$ cat config.mk
export PLATFORM = sky130hd
export DESIGN_NAME = state_sequencer_flat
export DESIGN_NICKNAME = d
export VERILOG_FILES = /design/src/rtl/state_seq_pkg.sv /design/src/rtl/state_sequencer_if.sv /design/src/rtl/state_sequencer_tick_gen.sv /design/src/rtl/state_sequencer.sv /design/src/flat_wrapper.sv
export SDC_FILE = /design/constraint.sdc
export NUM_CORES = 1
export LEC_CHECK = 0
export BUFFER_PORTS_ARGS = -buffer_cell sky130_fd_sc_hd__buf_2
export CORE_ASPECT_RATIO = 1.75
export CORE_MARGIN = 3
export CORE_UTILIZATION = 40
export DETAILED_ROUTE_END_ITERATION = 10
export GPL_TIMING_DRIVEN = 0
export PLACE_DENSITY_LB_ADDON = 0.08
export SETUP_SLACK_MARGIN = 0.1
export SYNTH_ARGS = -nofsm -noshare
export SYNTH_HDL_FRONTEND = slang
export SYNTH_SLANG_ARGS = --single-unit
$ cat constraint.sdc
create_clock -name clk -period 3.26 [get_ports clk]
set_clock_uncertainty 0.15 [all_clocks]
set_input_delay 0.978 -clock clk [delete_from_list [all_inputs] [get_ports clk]]
set_output_delay 0.978 -clock clk [all_outputs]
set_load 0.02 [all_outputs]
$ cat src/rtl/state_seq_pkg.sv
// state_seq_pkg: types and constants shared by the state sequencer and the
// state register bank. VAL_LO/VAL_HI bound the values the bank will accept
// a pulse for; the bank reuses these so both sides agree on the legal window.
package state_seq_pkg;

  // Sequencer FSM states
  typedef enum logic [2:0] {
    ST_IDLE   = 3'd0,
    ST_ADDR   = 3'd1,
    ST_CHECK  = 3'd2,
    ST_PULSE  = 3'd3,
    ST_SETTLE = 3'd4
  } seq_state_t;

  // Operation applied to the addressed register
  typedef enum logic {
    OP_UP   = 1'b0,
    OP_DOWN = 1'b1
  } seq_op_t;

  // Legality bounds: a pulse is only issued when VAL_LO < v < VAL_HI
  localparam int unsigned VAL_LO = 1;
  localparam int unsigned VAL_HI = 5;

  // True when the bank would act on a pulse for value v (unsigned compare)
  function automatic logic val_in_window(input logic [31:0] v);
    return (v > VAL_LO) && (v < VAL_HI);
  endfunction

endpackage

$ cat src/rtl/state_sequencer_if.sv
// state_sequencer_if: address/pulse/read-data bus between the sequencer
// (master) and the state register bank (slave). stateValue is the bank's
// combinational read of the register addressed by state.
interface state_sequencer_if #(
  parameter int BIT_ADDR = 3,
  parameter int BIT_DATO = 3
);

  logic [BIT_ADDR-1:0] state;
  logic                UpState;
  logic                DownState;
  logic [BIT_DATO-1:0] stateValue;

  modport master (
    output state,
    output UpState,
    output DownState,
    input  stateValue
  );

  modport slave (
    input  state,
    input  UpState,
    input  DownState,
    output stateValue
  );

endinterface

$ cat src/rtl/state_sequencer_tick_gen.sv
// tick_gen: free-running divider producing a one-cycle tick every TICK_DIV
// clocks. The counter runs 0..TICK_DIV-1 and the tick is high in the cycle
// whose edge wraps the counter back to 0.
module tick_gen #(
  parameter int TICK_DIV = 50_000_000
) (
  input  logic clk,
  input  logic rst,
  output logic tick
);

  localparam int CNT_W = (TICK_DIV > 2) ? $clog2(TICK_DIV) : 1;
  localparam logic [CNT_W-1:0] CNT_LAST = CNT_W'(TICK_DIV - 1);

  logic [CNT_W-1:0] cnt_reg;
  logic [CNT_W-1:0] cnt_next;
  logic             wrap;

  assign wrap = (cnt_reg == CNT_LAST);

  // Next counter value: wrap to zero after the last count
  always_comb begin
    cnt_next = cnt_reg + 1'b1;
    if (wrap) begin
      cnt_next = '0;
    end
  end

  // Counter register, cleared by the active-low synchronous reset
  always_ff @(posedge clk) begin
    if (!rst) begin
      cnt_reg <= '0;
    end else begin
      cnt_reg <= cnt_next;
    end
  end

  assign tick = wrap;

endmodule

$ cat src/rtl/state_sequencer.sv
// state_sequencer: initiator side of the state register bank.
// Merges a periodic decay scan (decrement addresses 0..NUM_ACTIVE-1) with
// single-register feed requests (increment one address). Each register
// visit is ADDR -> CHECK -> PULSE -> SETTLE, and a pulse is only issued
// when the read value lies strictly inside (VAL_LO, VAL_HI).
// A visit whose pulse is skipped spends the PULSE slot as an extra SETTLE
// cycle, so every visit takes exactly 4 cycles.
// Optional feature: define STATE_SEQ_ALARM_EN to build the sticky low-value
// alarm; otherwise alarm is tied to 0.
module state_sequencer
  import state_seq_pkg::*;
#(
  parameter int BIT_ADDR    = 3,
  parameter int BIT_DATO    = 3,
  parameter int NUM_ACTIVE  = 5,
  parameter int TICK_DIV    = 50_000_000,
  parameter int ALARM_LEVEL = 2
) (
  input  logic                clk,
  input  logic                rst,
  input  logic                feed_req,
  input  logic [BIT_ADDR-1:0] feed_addr,
  state_sequencer_if.master   bus,
  output logic                busy,
  output logic                feed_drop,
  output logic                alarm
);

  localparam logic [BIT_ADDR-1:0] LAST_ADDR = BIT_ADDR'(NUM_ACTIVE - 1);

  // Elaboration-time parameter sanity checks
  if (TICK_DIV < 16) begin : g_bad_tick_div
    $error("state_sequencer: TICK_DIV must be at least 16");
  end
  if (NUM_ACTIVE < 1 || NUM_ACTIVE > (1 << BIT_ADDR)) begin : g_bad_num_active
    $error("state_sequencer: NUM_ACTIVE must fit the address space");
  end
  if (ALARM_LEVEL < 0 || ALARM_LEVEL >= (1 << BIT_DATO)) begin : g_bad_alarm_level
    $error("state_sequencer: ALARM_LEVEL must fit BIT_DATO");
  end

  // Decay timebase
  logic tick;

  tick_gen #(
    .TICK_DIV (TICK_DIV)
  ) u_tick_gen (
    .clk  (clk),
    .rst  (rst),
    .tick (tick)
  );

  // FSM and datapath state
  seq_state_t          fsm_reg,       fsm_next;
  seq_op_t             op_reg,        op_next;
  logic [BIT_ADDR-1:0] addr_reg,      addr_next;
  logic                skip_reg,      skip_next;
  logic                feed_pend_reg, feed_pend_next;
  logic [BIT_ADDR-1:0] pend_addr_reg, pend_addr_next;
  logic                tick_pend_reg, tick_pend_next;
  logic                drop_reg,      drop_next;

  logic take_feed;
  logic up_pulse;
  logic down_pulse;

  // Next-state, work selection, pending-slot bookkeeping and pulse decode
  always_comb begin
    fsm_next       = fsm_reg;
    op_next        = op_reg;
    addr_next      = addr_reg;
    skip_next      = skip_reg;
    feed_pend_next = feed_pend_reg;
    pend_addr_next = pend_addr_reg;
    tick_pend_next = tick_pend_reg | tick;
    drop_next      = 1'b0;
    take_feed      = 1'b0;
    up_pulse       = 1'b0;
    down_pulse     = 1'b0;

    case (fsm_reg)
      ST_IDLE: begin
        // A feed (queued, or arriving right now) beats a pending tick
        if (feed_pend_reg || feed_req) begin
          take_feed = 1'b1;
          addr_next = feed_pend_reg ? pend_addr_reg : feed_addr;
          op_next   = OP_UP;
          fsm_next  = ST_ADDR;
        end else if (tick_pend_reg || tick) begin
          addr_next      = '0;
          op_next        = OP_DOWN;
          tick_pend_next = 1'b0;
          fsm_next       = ST_ADDR;
        end
      end

      ST_ADDR: begin
        fsm_next = ST_CHECK;
      end

      ST_CHECK: begin
        if (val_in_window(32'(bus.stateValue))) begin
          fsm_next = ST_PULSE;
        end else begin
          skip_next = 1'b1;
          fsm_next  = ST_SETTLE;
        end
      end

      ST_PULSE: begin
        up_pulse   = (op_reg == OP_UP);
        down_pulse = (op_reg == OP_DOWN);
        fsm_next   = ST_SETTLE;
      end

      ST_SETTLE: begin
        if (skip_reg) begin
          // Hold one more cycle in place of the skipped pulse
          skip_next = 1'b0;
        end else if (op_reg == OP_DOWN && addr_reg < LAST_ADDR) begin
          addr_next = addr_reg + 1'b1;
          fsm_next  = ST_ADDR;
        end else begin
          fsm_next = ST_IDLE;
        end
      end

      default: begin
        fsm_next = ST_IDLE;
      end
    endcase

    // One-deep feed slot. When IDLE consumes the slot, a request in the
    // same cycle refills it; a request seen directly in IDLE with an empty
    // slot bypasses the slot entirely.
    if (take_feed) begin
      if (feed_pend_reg) begin
        feed_pend_next = feed_req;
        pend_addr_next = feed_addr;
      end
    end else if (feed_req) begin
      if (feed_pend_reg) begin
        drop_next = 1'b1;
      end else begin
        feed_pend_next = 1'b1;
        pend_addr_next = feed_addr;
      end
    end
  end

  // State registers with active-low synchronous reset
  always_ff @(posedge clk) begin
    if (!rst) begin
      fsm_reg       <= ST_IDLE;
      op_reg        <= OP_UP;
      addr_reg      <= '0;
      skip_reg      <= 1'b0;
      feed_pend_reg <= 1'b0;
      pend_addr_reg <= '0;
      tick_pend_reg <= 1'b0;
      drop_reg      <= 1'b0;
    end else begin
      fsm_reg       <= fsm_next;
      op_reg        <= op_next;
      addr_reg      <= addr_next;
      skip_reg      <= skip_next;
      feed_pend_reg <= feed_pend_next;
      pend_addr_reg <= pend_addr_next;
      tick_pend_reg <= tick_pend_next;
      drop_reg      <= drop_next;
    end
  end

  assign bus.state     = addr_reg;
  assign bus.UpState   = up_pulse;
  assign bus.DownState = down_pulse;
  assign busy          = (fsm_reg != ST_IDLE);
  assign feed_drop     = drop_reg;

`ifdef STATE_SEQ_ALARM_EN
  localparam logic [BIT_DATO-1:0] ALARM_V = BIT_DATO'(ALARM_LEVEL);

  logic alarm_reg, alarm_next;

  // Sticky alarm: set by a low value seen during a scan, cleared by an applied feed
  always_comb begin
    alarm_next = alarm_reg;
    if (fsm_reg == ST_PULSE && op_reg == OP_UP) begin
      alarm_next = 1'b0;
    end else if (fsm_reg == ST_CHECK && op_reg == OP_DOWN &&
                 bus.stateValue <= ALARM_V) begin
      alarm_next = 1'b1;
    end
  end

  // Alarm register
  always_ff @(posedge clk) begin
    if (!rst) begin
      alarm_reg <= 1'b0;
    end else begin
      alarm_reg <= alarm_next;
    end
  end

  assign alarm = alarm_reg;
`else
  assign alarm = 1'b0;
`endif

endmodule

$ cat src/flat_wrapper.sv
// flat-port wrapper written by rule: the top's interface ports become plain ports
module state_sequencer_flat import state_seq_pkg::*;
#(
  parameter int BIT_ADDR    = 3,
  parameter int BIT_DATO    = 3,
  parameter int NUM_ACTIVE  = 5,
  parameter int TICK_DIV    = 50_000_000,
  parameter int ALARM_LEVEL = 2
)
  (clk, rst, feed_req, feed_addr, busy, feed_drop, alarm, bus_state, bus_UpState, bus_DownState, bus_stateValue);
  state_sequencer_if #(.BIT_ADDR(BIT_ADDR), .BIT_DATO(BIT_DATO)) bus_i ();
  input  logic clk;
  input  logic rst;
  input  logic feed_req;
  input  logic [BIT_ADDR-1:0] feed_addr;
  output logic busy;
  output logic feed_drop;
  output logic alarm;
  output wire logic [$bits(bus_i.state)-1:0] bus_state;
  output wire logic [$bits(bus_i.UpState)-1:0] bus_UpState;
  output wire logic [$bits(bus_i.DownState)-1:0] bus_DownState;
  input wire logic [$bits(bus_i.stateValue)-1:0] bus_stateValue;
  assign bus_state = bus_i.state;
  assign bus_UpState = bus_i.UpState;
  assign bus_DownState = bus_i.DownState;
  assign bus_i.stateValue = bus_stateValue;
  state_sequencer #(.BIT_ADDR(BIT_ADDR), .BIT_DATO(BIT_DATO), .NUM_ACTIVE(NUM_ACTIVE), .TICK_DIV(TICK_DIV), .ALARM_LEVEL(ALARM_LEVEL)) u_core (.clk(clk), .rst(rst), .feed_req(feed_req), .feed_addr(feed_addr), .bus(bus_i), .busy(busy), .feed_drop(feed_drop), .alarm(alarm));
endmodule
==> results of run 1 <==
[final timing paths]
| check | from | to | slack (ns) | cells past startpoint |
|---|---|---|---|---|
| setup / recovery | u_core.fsm_reg[2]$_SDFFE_PN0P_ | busy | 0.64 | 3 |
| hold / removal | u_core.u_tick_gen.cnt_reg[0]$_SDFF_PP0_ | u_core.u_tick_gen.cnt_reg[0]$_SDFF_PP0_ | 0.31 | 1 |
| setup reg to reg | u_core.u_tick_gen.cnt_reg[0]$_SDFF_PP0_ | u_core.u_tick_gen.cnt_reg[7]$_SDFF_PP0_ | 1.21 | 7 |
| hold reg to reg | u_core.u_tick_gen.cnt_reg[0]$_SDFF_PP0_ | u_core.u_tick_gen.cnt_reg[0]$_SDFF_PP0_ | 0.31 | 1 |
[cells by family (layout without fill, tap and decap cells)]
logic type	after synthesis	in the layout
AND/OR/NAND/NOR	103	103
flip-flops	40	40
AO/OA/AOI/OAI	27	27
XOR/XNOR	21	21
buffers and inverters	17	40
multiplexers	6	6
adder cells (fa/ha/maj)	3	3
other	1	1
[metal layers]
| layer | wire length (um) | vias up | GRT usage | part of all wire |
|---|---|---|---|---|
| met5 | 0 | - | 0 | 0 |
| met1 | 1540 | 717 | 0.161 | 0.40 |
| met4 | 102 | 0 | 0.0714 | 0.026 |
| met3 | 122 | 6 | 0.0291 | 0.032 |
| li1 | - | 790 | - | - |
| met2 | 2100 | 24 | 0.278 | 0.54 |
[Yosys cell counts (all sizes together)]
master and n:
nor3 6, o211ai 2, dfxtp 40, nand4 3, o21ai 9, nor2 34, ha 2, xor2 3
or3 4, a21boi 3, clkbuf 1, nor3b 1, nor4 6, a31oi 1, nand2 20, mux2i 6
nor2b 6, and4 6, maj3 1, a21oi 4, a22oi 2, and3 3, nor4b 3, and2 3
nand3 8, conb 1, o31ai 2, o211a 1, inv 11, xnor2 18, o21a 1, buf 5
o221a 2
[through the flow]
stage	hold slack [ns]	std cells	util	worst slack, ns
after global routing	0.361	292	0.478	0.449
after CTS	0.319	292	0.478	0.597
final	0.311	292	0.478	0.640
after detailed placement	0.301	284	0.458	0.918
after global placement	0.292	284	0.458	0.918
after floorplan	0.276	218	-	1.18
[power breakdown]
| group | internal, uW | switching, uW | leakage (uW) |
|---|---|---|---|
| sequential | 514 | 23.2 | 0.000324 |
| clock | 173 | 167 | 0.0000455 |
| combinational | 68.7 | 99.8 | 0.000409 |
| total | 755 | 290 | 0.000779 |
[worst register-to-register path, stage by stage, from the launching register on]
cell and delay, ns:
dfxtp_1 0.37, ha_1 0.22, and4_4 0.25, nand3_2 0.11
buf_6 0.17, o31ai_4 0.34, buf_4 0.26, nor2_1 0.07
[cell type report]
| cell class | count | share of cell area |
|---|---|---|
| timing repair buffer | 15 | 0.0347 |
| sequential | 40 | 0.370 |
| buffer | 6 | 0.0197 |
| clock buffer | 8 | 0.0417 |
| inverter | 11 | 0.0191 |
| multi-input combinational | 161 | 0.485 |
| tap | 51 | 0.0295 |
==> results.py, run 1 <==
metrics = {
    "global_route": {
        "grt_pass1_wl_um": 6860,
        "grt.total_usage": 0.153,
        "antenna_found_initial": 0,
        "grt_overflow": 0,
        "first_global_vias": 1513,
        "grt_max_degree": 12,
    },
    "layout": {
        "fillers": 467,
        "design_area_sq_um": 2160,
        "final_cell_mix": "40 x dfxtp_1, 34 x nor2_1, 20 x nand2_1",
        "largest_reg_flops": 26,
        "syn2layout_area_growth_pct": 11.8,
        "multi_input_area_sq_um": 1050,
        "drive_gt1_frac": 0.162,
        "n_antenna_cell": 0,
        "final_net_count": 251,
        "final_common_cell": "dfxtp_1",
        "seqCellArea_sq_um": 801,
    },
    "route": {
        "wl_per_cell_um": 13.2,
        "initialDrtViolationCount": 52,
        "detail-route-antenna-nets": 0,
        "routed_wl_um": 3870,
        "vias_per_cell": 5.26,
        "drt_first_pass_iters": 4,
        "drc_errors": 0,
        "vias": 1537,
    },
    "sta": {
        "timing.final.hold_violations": 0,
        "rsz0062_at_grt": "no",
        "slew_viol_final": 0,
        "max_freq_mhz": 382,
        "tightest_slew_ns": 0.503,
        "fin_crit_ns": 2.62,
        "setup_viol": 0,
        "period_share": 0.804,
        "relSlewSlack": 0.662,
        "fin_setup_tns_ns": 0,
    },
    "placed_design": {
        "routabilityCongestion": 0.788,
        "place_area_sq_um": 2070,
        "io_buffers": 15,
        "hpwl_um": 2900,
    },
    "clock_tree": {
        "numCtsBuffers": 5,
        "clock_latency_ns": 0.29,
        "cts_tree": "yes",
        "cts_sinks": 40,
        "clockRootBuffer": "clkbuf_8",
        "ctsHoldBuffers": 0,
        "cts_max_level": 2,
        "post_cts_resized": 0,
        "cts_setup_buffers": 0,
        "path_clk_slew_ns": 0.08,
        "clk_path_buf_depth": 2,
    },
    "power_and_ir_drop": {
        "p_per_area_nw_per_um2": 483,
        "p_leak_uw": 0.000779,
        "p_total_uw": 1050,
        "peakVddDrop_uv": 260,
    },
    "job": {
        "cap_violations": 0,
    },
    "synthesis": {
        "synth_fa_ha_area_frac": 0.0181,
        "yosys-mux-area-fraction": 0.0311,
        "syn_inst": 218,
        "synth_area_sq_um": 1930,
        "synth_top_family_by_area": "simple AND/OR/NAND/NOR gates",
        "synth-compound-area-share": 0.109,
        "yosysSeqAreaShare": 0.414,
        "syn_nets": 229,
        "synth_cell_types": 44,
        "synth-simple-area-share": 0.287,
        "synth_warnings": 0,
        "synthTopCellsByArea": "dfxtp_1 41%, xnor2_1 8.2%, nor2_1 6.6%, nand2_1 3.9%, mux2i_1 3.1%",
        "synth_top_area_cell": "dfxtp_1",
        "synth-xor-area-share": 0.0951,
        "synth_area_per_cell_sq_um": 8.87,
        "synthDominantCellAreaShare": 0.414,
        "ys_ff_latch": 40,
    },
    "critical_path": {
        "path_class": "reg2out",
        "crit_chain": "nor3_1 -> inv_1 -> buf_2",
        "slowest_delay_ns": 0.47,
        "worstPathRequired_ns": 2.13,
        "crit_buf_inv": 2,
        "worstPathMaxFanout": 7,
        "start_kind": "flip-flop",
        "cp_top_family": "simple AND/OR/NAND/NOR gates",
        "end_kind": "primary output",
        "crit_slowest_cell": "nor3_1",
        "cp.arrival_ns": 1.49,
    },
    "floorplanning": {
        "die_h_um": 98.0,
        "core-area_sq_um": 4520,
        "start_util": 0.427,
        "ios": 17,
        "num_rows": 32,
        "die_area_sq_um": 5740,
        "dieWidth_um": 58.6,
    },
    "min_path": {
        "hp-class": "reg2reg",
    },
    "status": {
        "outcome": "completed",
    },
}
No activity file was read; power rests on OpenSTA's default activity.
==> inputs of run 2 (changes only) <==
==> constraint.sdc (replaced) <==
create_clock -name clk -period 2.6 [get_ports clk]
set_clock_uncertainty 0.15 [all_clocks]
set_input_delay 0.78 -clock clk [delete_from_list [all_inputs] [get_ports clk]]
set_output_delay 0.78 -clock clk [all_outputs]
set_load 0.02 [all_outputs]
==> run 2 against run 1 <==
Net effect:
- utilization is 0.11 points higher
- highest routed layer unchanged
- via count hardly changed
- combinational power is 26% higher
- sequential cell count stayed put
- setup slack worse by 0.30 ns
- clock power is 25% higher
- sequential power is 26% higher
- count of clock-buffer cells in the layout stayed put
- hold slack stayed put
- register-to-register slack worse by 0.66 ns
- sequential share of layout area is 0.086 points lower
- cell count stayed put
==> results.py, run 2 (same netlist as run 1, synthesis figures left out) <==
metrics = {
    "status": {
        "outcome": "completed",
    },
    "critical_path": {
        "start_kind": "flip-flop",
        "cp.arrival_ns": 1.33,
        "worstPathRequired_ns": 1.67,
        "slowest_delay_ns": 0.38,
        "crit_chain": "nor3_2 -> inv_1 -> buf_2",
        "crit_buf_inv": 2,
        "end_kind": "primary output",
        "worstPathMaxFanout": 7,
        "path_class": "reg2out",
        "crit_slowest_cell": "dfxtp_1",
        "cp_top_family": "flip-flops",
    },
    "placed_design": {
        "hpwl_um": 2900,
        "routabilityCongestion": 0.788,
        "io_buffers": 15,
    },
    "power_and_ir_drop": {
        "clkPwrFrac": 0.324,
        "p_leak_uw": 0.000780,
        "p_switching_uw": 365,
        "p_per_area_nw_per_um2": 606,
        "seq_power_share": 0.514,
        "peakVddDrop_uv": 326,
        "combPwrFrac": 0.162,
        "p_int_uw": 948,
        "p_sw_frac": 0.278,
        "p_total_uw": 1310,
    },
    "global_route": {
        "first_global_vias": 1513,
        "grt_max_degree": 12,
        "antenna_found_initial": 0,
        "grt.total_usage": 0.153,
        "grt_pass1_wl_um": 6860,
        "grt_overflow": 0,
    },
    "sta": {
        "setup_viol": 0,
        "period_share": 0.870,
        "fin_crit_ns": 2.26,
        "fin_setup_tns_ns": 0,
        "timing.final.hold_violations": 0,
        "max_freq_mhz": 442,
        "rsz0062_at_grt": "no",
        "slew_viol_final": 0,
    },
    "layout": {
        "largest_reg_flops": 26,
        "drive_gt1_frac": 0.166,
        "final_common_cell": "dfxtp_1",
        "final_net_count": 251,
        "syn2layout_area_growth_pct": 12.1,
        "n_antenna_cell": 0,
        "final_cell_mix": "40 x dfxtp_1, 34 x nor2_1, 20 x nand2_1",
    },
    "route": {
        "initialDrtViolationCount": 42,
        "wl_per_cell_um": 13.3,
        "drt_first_pass_iters": 4,
        "top_layer_used": "met4",
        "vias": 1538,
        "dr_wl_met3_um": 121,
        "detail-route-antenna-nets": 0,
        "drc_errors": 0,
        "vias_per_cell": 5.27,
        "wl_met1_um": 1540,
        "routed_wl_um": 3870,
        "wl_met2_um": 2110,
    },
    "min_path": {
        "hp-class": "reg2reg",
    },
    "clock_tree": {
        "clk_path_buf_depth": 2,
        "cts_tree": "yes",
        "cts_max_level": 2,
        "path_clk_slew_ns": 0.08,
        "cts_sinks": 40,
        "ctsHoldBuffers": 0,
        "numCtsBuffers": 5,
        "clock_latency_ns": 0.29,
        "clockRootBuffer": "clkbuf_8",
    },
    "job": {
        "cap_violations": 0,
    },
    "floorplanning": {
        "die_h_um": 98.0,
        "num_rows": 32,
        "dieWidth_um": 58.6,
        "core-area_sq_um": 4520,
        "start_util": 0.427,
        "ios": 17,
        "die_area_sq_um": 5740,
    },
}
run 2: power by group through the flow:
| stage | clock, uW | combinational (uW) | sequential, uW |
|---|---|---|---|
| floorplan | 0 | 148 | 691 |
| global placement | 0 | 214 | 688 |
| detailed placement | 0 | 216 | 688 |
| CTS | 447 | 217 | 673 |
| global route | 468 | 243 | 680 |
| finish | 426 | 213 | 675 |
run 2: worst reg2reg max path: stages, from the launching register on:
cell and delay [ns]:
dfxtp_1 0.37, ha_1 0.22, and4_4 0.25, nand3_2 0.11, buf_6 0.17, o31ai_4 0.34
buf_4 0.26, nor2_1 0.07
run 2: routing by layer:
layer  vias to the layer above  GRT usage
met5                         -          0
met4                         0     0.0714
met2                        24      0.278
li1                        790          -
met3                         6     0.0291
met1                       718      0.161
run 2: stage by stage:
step	cells	hold WS [ns]	util	setup WS [ns]	area, sq um
global placement	284	0.292	0.458	0.456	2070
floorplan	218	0.276	-	0.722	1930
global route	292	0.361	0.479	0.204	2170
CTS	292	0.319	0.478	0.135	2160
detailed placement	284	0.301	0.458	0.456	2070
finish	292	0.311	0.479	0.338	2170
run 2: final timing paths:
| path | from | endpoint | slack, ns | cells after the start |
|---|---|---|---|---|
| worst max register to register | u_core.u_tick_gen.cnt_reg[0]$_SDFF_PP0_ | u_core.u_tick_gen.cnt_reg[7]$_SDFF_PP0_ | 0.55 | 7 |
| worst min register to register | u_core.u_tick_gen.cnt_reg[0]$_SDFF_PP0_ | u_core.u_tick_gen.cnt_reg[0]$_SDFF_PP0_ | 0.31 | 1 |
| worst max-delay path | u_core.fsm_reg[2]$_SDFFE_PN0P_ | busy | 0.34 | 3 |
| worst min-delay path | u_core.u_tick_gen.cnt_reg[0]$_SDFF_PP0_ | u_core.u_tick_gen.cnt_reg[0]$_SDFF_PP0_ | 0.31 | 1 |
run 2: final cells by class:
cell class	count	area [sq um]
multi-input cells	161	1050
fillers	466	2360
repair buffers	15	75.1
clock buffers	8	90.1
plain buffers	6	42.5
well taps	51	63.8
inverters	11	41.3
flip-flops and latches	40	801
run 2: timing repair:
item,CTS,global route
setup endpoints to repair,0,1
buffers inserted,0,0
endpoints found under the hold margin,0,0
gates resized for setup,0,1
